## src/rtl/sincronizador_pkg.sv

```systemverilog
// Shared definitions for the serial frame synchroniser: FSM encoding,
// error-counter width and a saturating increment helper.
package sincronizador_pkg;

    typedef enum logic [1:0] {
        BUSCAR       = 2'd0,
        CONFIRMAR    = 2'd1,
        SINCRONIZADO = 2'd2,
        ILEGAL       = 2'd3
    } estado_t;

    localparam int ANCHO_ERRORES = 8;

    function automatic logic [ANCHO_ERRORES-1:0] inc_sat(input logic [ANCHO_ERRORES-1:0] v);
        if (v == {ANCHO_ERRORES{1'b1}}) begin
            return v;
        end else begin
            return v + ANCHO_ERRORES'(1);
        end
    endfunction

endpackage

```

## src/rtl/sincronizador_trama_ventana.sv

```systemverilog
// Sliding serial window: shift register, fill tracking and word comparators
// evaluated on the word as it will look after the current bit is shifted in.
module ventana_serie #(
    parameter int               ANCHO        = 5,
    parameter logic [ANCHO-1:0] SECUENCIA    = 5'b10100,
    parameter logic [ANCHO-1:0] SEC_REINICIO = 5'b00000
) (
    input  logic             clk,
    input  logic             rst,
    input  logic             s_in,
    output logic [ANCHO-1:0] w,
    output logic             lleno,
    output logic             es_sync,
    output logic             es_reinicio
);

    localparam int FW = $clog2(ANCHO + 1);

    logic [ANCHO-1:0] sr_r;
    logic [FW-1:0]    fill_r;

    // Window is only trusted once this bit completes ANCHO sampled bits since reset
    always_comb begin
        w           = {sr_r[ANCHO-2:0], s_in};
        lleno       = (fill_r >= FW'(ANCHO - 1));
        es_sync     = lleno && (w == SECUENCIA);
        es_reinicio = lleno && (w == SEC_REINICIO);
    end

    // Shift register and saturating fill counter
    always_ff @(posedge clk) begin
        if (rst) begin
            sr_r   <= '0;
            fill_r <= '0;
        end else begin
            sr_r <= {sr_r[ANCHO-2:0], s_in};
            if (fill_r != FW'(ANCHO)) begin
                fill_r <= fill_r + FW'(1);
            end else begin
                fill_r <= fill_r;
            end
        end
    end

endmodule

```

## src/rtl/sincronizador_trama.sv

```systemverilog
// Serial frame synchroniser: hunts for the sync word, confirms the lock,
// strobes payload words and drops lock after repeated restart words.
module sincronizador_trama
    import sincronizador_pkg::*;
#(
    parameter int               ANCHO        = 5,
    parameter logic [ANCHO-1:0] SECUENCIA    = 5'b10100,
    parameter logic [ANCHO-1:0] SEC_REINICIO = 5'b00000,
    parameter int               N_CONFIRM    = 1,
    parameter int               N_PERDIDA    = 1
) (
    input  logic                     clk,
    input  logic                     rst,
    input  logic                     s_in,
    output logic                     valido,
    output logic                     nuevo_numero,
    output logic [ANCHO-1:0]         dato,
    output logic [ANCHO_ERRORES-1:0] errores_sync
);

    localparam int              CBW      = (ANCHO > 2) ? $clog2(ANCHO) : 1;
    localparam logic [CBW-1:0]  ULT      = CBW'(ANCHO - 1);
    localparam logic [3:0]      N_CONF_L = 4'(N_CONFIRM);
    localparam logic [3:0]      N_PERD_L = 4'(N_PERDIDA);

    logic [ANCHO-1:0]         w_s;
    logic                     lleno_s, es_sync_s, es_reinicio_s, frontera_s;
    estado_t                  estado_r, estado_s;
    logic [CBW-1:0]           cnt_bit_r, cnt_bit_s;
    logic [3:0]               conf_r, conf_s, perd_r, perd_s;
    logic [ANCHO-1:0]         dato_r, dato_s;
    logic                     nuevo_r, nuevo_s, valido_r;
    logic [ANCHO_ERRORES-1:0] errores_r, errores_s;

    ventana_serie #(
        .ANCHO        (ANCHO),
        .SECUENCIA    (SECUENCIA),
        .SEC_REINICIO (SEC_REINICIO)
    ) u_ventana (
        .clk         (clk),
        .rst         (rst),
        .s_in        (s_in),
        .w           (w_s),
        .lleno       (lleno_s),
        .es_sync     (es_sync_s),
        .es_reinicio (es_reinicio_s)
    );

    // Next-state, counters and output values; only BUSCAR compares every bit
    always_comb begin
        estado_s   = estado_r;
        frontera_s = (cnt_bit_r == ULT);
        cnt_bit_s  = frontera_s ? '0 : cnt_bit_r + CBW'(1);
        conf_s     = conf_r;
        perd_s     = perd_r;
        dato_s     = dato_r;
        nuevo_s    = 1'b0;
        errores_s  = errores_r;
        case (estado_r)
            BUSCAR: begin
                if (es_sync_s) begin
                    cnt_bit_s = '0;
                    perd_s    = 4'd0;
                    if (N_CONF_L == 4'd1) begin
                        estado_s = SINCRONIZADO;
                    end else begin
                        estado_s = CONFIRMAR;
                        conf_s   = 4'd1;
                    end
                end else begin
                    estado_s = BUSCAR;
                end
            end
            CONFIRMAR: begin
                if (frontera_s && es_sync_s) begin
                    conf_s = conf_r + 4'd1;
                    if (conf_r + 4'd1 == N_CONF_L) begin
                        estado_s = SINCRONIZADO;
                        perd_s   = 4'd0;
                    end else begin
                        estado_s = CONFIRMAR;
                    end
                end else if (frontera_s) begin
                    estado_s = BUSCAR;
                    conf_s   = 4'd0;
                end else begin
                    estado_s = CONFIRMAR;
                end
            end
            SINCRONIZADO: begin
                if (frontera_s && es_reinicio_s) begin
                    if (perd_r + 4'd1 == N_PERD_L) begin
                        estado_s  = BUSCAR;
                        errores_s = inc_sat(errores_r);
                        conf_s    = 4'd0;
                        perd_s    = 4'd0;
                    end else begin
                        perd_s = perd_r + 4'd1;
                    end
                end else if (frontera_s && es_sync_s) begin
                    perd_s = 4'd0;
                end else if (frontera_s) begin
                    dato_s  = w_s;
                    nuevo_s = 1'b1;
                    perd_s  = 4'd0;
                end else begin
                    estado_s = SINCRONIZADO;
                end
            end
            default: begin
                estado_s = BUSCAR;
                conf_s   = 4'd0;
                perd_s   = 4'd0;
            end
        endcase
    end

    // State, counters and registered outputs
    always_ff @(posedge clk) begin
        if (rst) begin
            estado_r  <= BUSCAR;
            cnt_bit_r <= '0;
            conf_r    <= 4'd0;
            perd_r    <= 4'd0;
            dato_r    <= '0;
            nuevo_r   <= 1'b0;
            valido_r  <= 1'b0;
            errores_r <= '0;
        end else begin
            estado_r  <= estado_s;
            cnt_bit_r <= cnt_bit_s;
            conf_r    <= conf_s;
            perd_r    <= perd_s;
            dato_r    <= dato_s;
            nuevo_r   <= nuevo_s;
            valido_r  <= (estado_s == SINCRONIZADO);
            errores_r <= errores_s;
        end
    end

    assign valido       = valido_r;
    assign nuevo_numero = nuevo_r;
    assign dato         = dato_r;
    assign errores_sync = errores_r;

endmodule

```

## config.mk

```make
export PLATFORM = sky130hd
export DESIGN_NAME = sincronizador_trama
export DESIGN_NICKNAME = d
export VERILOG_FILES = /design/src/rtl/sincronizador_pkg.sv /design/src/rtl/sincronizador_trama_ventana.sv /design/src/rtl/sincronizador_trama.sv
export SDC_FILE = /design/constraint.sdc
export NUM_CORES = 1
export LEC_CHECK = 0
export BUFFER_PORTS_ARGS = -buffer_cell sky130_fd_sc_hd__buf_2
export CORE_MARGIN = 2
export CORE_UTILIZATION = 55
export CTS_BUF_LIST = sky130_fd_sc_hd__clkbuf_8
export DETAILED_ROUTE_END_ITERATION = 12
export HOLD_SLACK_MARGIN = 0.15
export PLACE_DENSITY = 0.78
export SLEW_MARGIN = 20
export SYNTH_ARGS = -nofsm -noshare
export SYNTH_HDL_FRONTEND = slang
export SYNTH_HIERARCHICAL = 1
export SYNTH_SLANG_ARGS = --single-unit
```

## constraint.sdc

```tcl
create_clock -name clk -period 2.3 [get_ports clk]
set_clock_uncertainty 0.15 [all_clocks]
set_input_delay 0.69 -clock clk [delete_from_list [all_inputs] [get_ports clk]]
set_output_delay 0.69 -clock clk [all_outputs]
set_load 0.01 [all_outputs]
```

-- Word level (Yosys, flattened, before mapping)
Cells that the tools add are included.
- eq/ne operators: 16
- multipliers: 0
- $add $sub $neg: 5
- divide/modulo/power cells: 0
- shift-type cells: 0
- magnitude comparators: 1
- reductions and logical operators: 11
- bitwise operators: 5
- multiplexer cells: 25
- operators by type and width (kind ; number):
    4-bit two-way mux ; 10
    4-bit one-hot mux with 3 select lines ; 2
    4-bit AND reduction ; 4
    2-bit two-way mux ; 7
    2-bit != test (second input constant) ; 5
    3-bit two-way mux ; 3
    4-bit by 1-bit adder with 4-bit output (second input constant) ; 2
    8-bit by 1-bit adder with 8-bit output (second input constant) ; 1
    4-bit by 1-bit equality test with 1-bit output (second input constant) ; 2
    8-bit equality test (second input constant) ; 1
    3-bit by 1-bit adder with 3-bit output (second input constant) ; 2
    3-bit != test (second input constant) ; 2
    2-bit one-hot mux with 3 select lines ; 1
    5-bit equality test (second input constant) ; 1
    5-bit zero test ; 1
    1-bit inverter ; 5
    2-bit equality test (second input constant) ; 2
    1-bit logical AND ; 4
    4-bit != test (second input constant) ; 1
    4-bit OR reduction ; 1
    3-bit equality test (second input constant) ; 1
    3-bit >= comparator (second input constant) ; 1
    2-bit by 1-bit equality test with 1-bit output (second input constant) ; 1
    2-bit zero test ; 1
    1-bit two-way mux ; 2
- ROM bits: 0
- register bits after elaboration: 35
- bits in latches: 0
- output and inout bits: 15
- memories kept: 0
- memory bits (writable): 0
- word-level logic and storage cells: 73
- input port bits: 3

-- Depth between registers and ports, before layout
- depth after elaboration: 7
- gate-level depth with buffers: 8
- mapped depth without buffers: 6

-- Modules after synthesis
Netlist, hierarchy kept.
- modules (own cells, without submodules) (module ; area each (µm²) ; instances ; sequential area each (µm²) ; cells each):
    sincronizador_trama ; 1527.7 ; 1 ; 560.5 ; 171
    ventana_serie ; 322.8 ; 1 ; 140.1 ; 30

-- Least setup slack after synthesis
Ideal clock, no wire load.
- path type: input to register
- from: input port s_in
- to: register errores_r[3], in the netlist errores_sync[3]
- data required time: 2.079 ns
- library setup time: 0.071 ns
- path buffers: 0
- stages: 5
- data arrival time: 2.122 ns
- slack: -0.043 ns
- cells stage by stage: nor4b_4 > nor3b_2 > o211ai_2 > or4_1 > a21oi_1
- longest elaborated chain between the ends: 4
- RTL lines (element ; RTL line ; text):
    from (decl) ; sincronizador_trama.sv:14 ; input logic s_in,
    5-bit zero test ; sincronizador_trama_ventana.sv:27 ; es_reinicio = lleno && (w == SEC_REINICIO);
    1-bit logical AND ; sincronizador_trama_ventana.sv:27 ;
    net es_reinicio_s ; sincronizador_trama.sv:27 ; logic lleno_s, es_sync_s, es_reinicio_s, frontera_s;
    1-bit logical AND ; sincronizador_trama.sv:91 ; if (frontera_s && es_reinicio_s) begin
    4-bit AND reduction (no line) ; n/a ;
    to (signal assigned) ; sincronizador_trama.sv:137 ; errores_r <= errores_s;
    to (decl) ; sincronizador_trama.sv:33 ; logic [ANCHO_ERRORES-1:0] errores_r, errores_s;
The timed path passes the listed nets, and every way through them passes these cells.
A chain may end at the register's enable or synchronous reset.

-- Worst setup path after layout
- from: input port s_in
- to: register errores_r[0], in the netlist errores_sync[0]
Same word-level chain as after synthesis.

==> flow_summary.ini <==
[timing]
setup_ws_ps = 183
worst_slew_pin_slew_ps = 507
fmax_mhz = 472
finalHoldViolations = 0
final.setup.tns_ps = 0
slew_viol_final = 0
rsz0062_at_grt = false
fin_crit_ps = 2120
finalCritPeriodShare_pct = 92.1
finalSetupViolCount = 0
slew_headroom_pct = 65.8

[finish]
stdcell_count = 268
seqCellArea_um2 = 701
final_common_cell = dfxtp_1
n_antenna_cell = 0
fill_cells = 278
final_area_mm2 = 0.00209
nets = 234
final_layout_size_suffix_gt1_share_pct = 21.6
layout_common_cells = 35 x dfxtp_1, 17 x buf_2, 15 x nor2_1, 13 x inv_1, 13 x nand3_1
area_delta_synth_final_pct = 13.3
multi_input_area_mm2 = 0.00107

[drt]
drt_iter0_drc = 115
vias = 1493
wire_per_inst_um = 12.6
routed_wirelength_um = 3380
drt.antenna.violating_nets = 0
viasPerCell = 5.57
drt-pass1-iter-count = 4
drc_errors = 0

[worst_setup_path]
criticalPathCategory = in -> reg
path_max_fanout = 6
critPathArrivalTime_ps = 2200
crit_required_ps = 2380
startpoint_type = input port
cp-end-kind = flop

[global_route]
antenna_found_initial = 0
grt_pass1_wl_um = 5570
grtUsageMet3_pct = 6.21
grt_pass1_vias = 1306
grt_util_all_layers_pct = 19.4
grt_max_degree = 24
grt_overflow = 0
use_met2_pct = 31.4
grt_use_met1_pct = 24.7
grt_busiest_layer = met2

[cts]
clk_path_buf_depth = 2
cts_made_buffers = 5
cts_tree = built
cts_resized = 0
insertion_delay_ps = 290
cts_sinks = 35
path_clk_slew_ps = 80
post_cts.repair.setup_buffers = 0
ctsRootBufferMaster = clkbuf_8
cts-hold-fix-buffers = 0
cts.htree.levels = 2

[place]
placed_cells = 260
dp_hpwl_um = 2410
port_buffers = 17
placed_cell_area_mm2 = 0.00199
place_ws_ps = -128
gp_congestion = 0.819

[floorplan]
die-height_um = 61.9
die_x_um = 61.9
die_area_mm2 = 0.00384
core_area_mm2 = 0.00328
start_util_pct = 56.2
fp-row-count = 21
io_pins = 18

[yosys]
synth_nets = 213
syn_inst = 200
ys_warn_count = 6
syn_area_per_cell_um2 = 9.23
syn-cell-area_mm2 = 0.00185

[min_path]
hold_class = reg -> reg

[pwr]
p_per_area_mw_per_mm2 = 545
ir_worst_vdd_uv = 324
leakage_uw = 0.000897
combPwrFrac_pct = 6.1
p_int_uw = 859
p_clk_share_pct = 38.7
switching_share_pct = 24.8
p_sw_uw = 283
sequentialPowerShare_pct = 55.3

[flow_run]
max_cap_violations = 0

[outcome]
status = finished, final reports clean
## power groups by stage
stage / Sequential (uW) / Clock (uW) / Combinational [uW]
floorplan: 641 / 0 / 54.3
finish: 631 / 441 / 69.1
global route: 633 / 473 / 78.4
global placement: 644 / 0 / 67.7
detailed placement: 645 / 0 / 69.3
CTS: 631 / 453 / 69.8
## critical path: stages
cell and delay [ps]:
buf_2 120, nor4b_4 250, nor3b_4 300, o211ai_2 200, buf_4 180, or3_1 310
a21oi_1 140
## worst paths after layout
kind                                 from                      endpoint  slack [ps]  cells past startpoint
setup / recovery                     s_in  errores_sync[0]$_SDFFE_PP0P_         180                      7
hold / removal    cnt_bit_r[0]$_SDFF_PP0_       cnt_bit_r[0]$_SDFF_PP0_         320                      1
setup reg to reg   perd_r[0]$_SDFFE_PP0P_        conf_r[3]$_SDFFE_PP0P_         220                      6
hold reg to reg   cnt_bit_r[0]$_SDFF_PP0_       cnt_bit_r[0]$_SDFF_PP0_         320                      1
## through the flow
stage / utilization [%] / total power (uW) / hold WS, ps
floorplan: - / 695 / 279
global placement: 60.6 / 712 / 297
detailed placement: 60.6 / 715 / 310
CTS: 63.4 / 1150 / 320
global route: 63.7 / 1190 / 361
finish: 63.7 / 1140 / 316
## sequential cells by signal (all words and copies together) (netlist names)
signal            count
cnt_bit_r             3
conf_r                4
dato                  5
errores_sync          8
estado_r              2
nuevo_numero          1
perd_r                4
u_ventana/fill_r      3
u_ventana/sr_r        4
valido                1
## area by class of cell
type,count,area share (%)
sequential,35,33.5
multi-input combinational,143,51.0
timing repair buffer,23,6.22
clock inverter,3,0.956
inverter,13,2.33
clock buffer,5,3.29
tap,46,2.75
## per-layer routing
metal / wire [um] / vias to the layer above
met5: 0 / -
met4: 45 / 0
met3: 111 / 5
met2: 1560 / 19
met1: 1660 / 703
li1: - / 766
No activity file was read; power rests on OpenSTA's default activity.
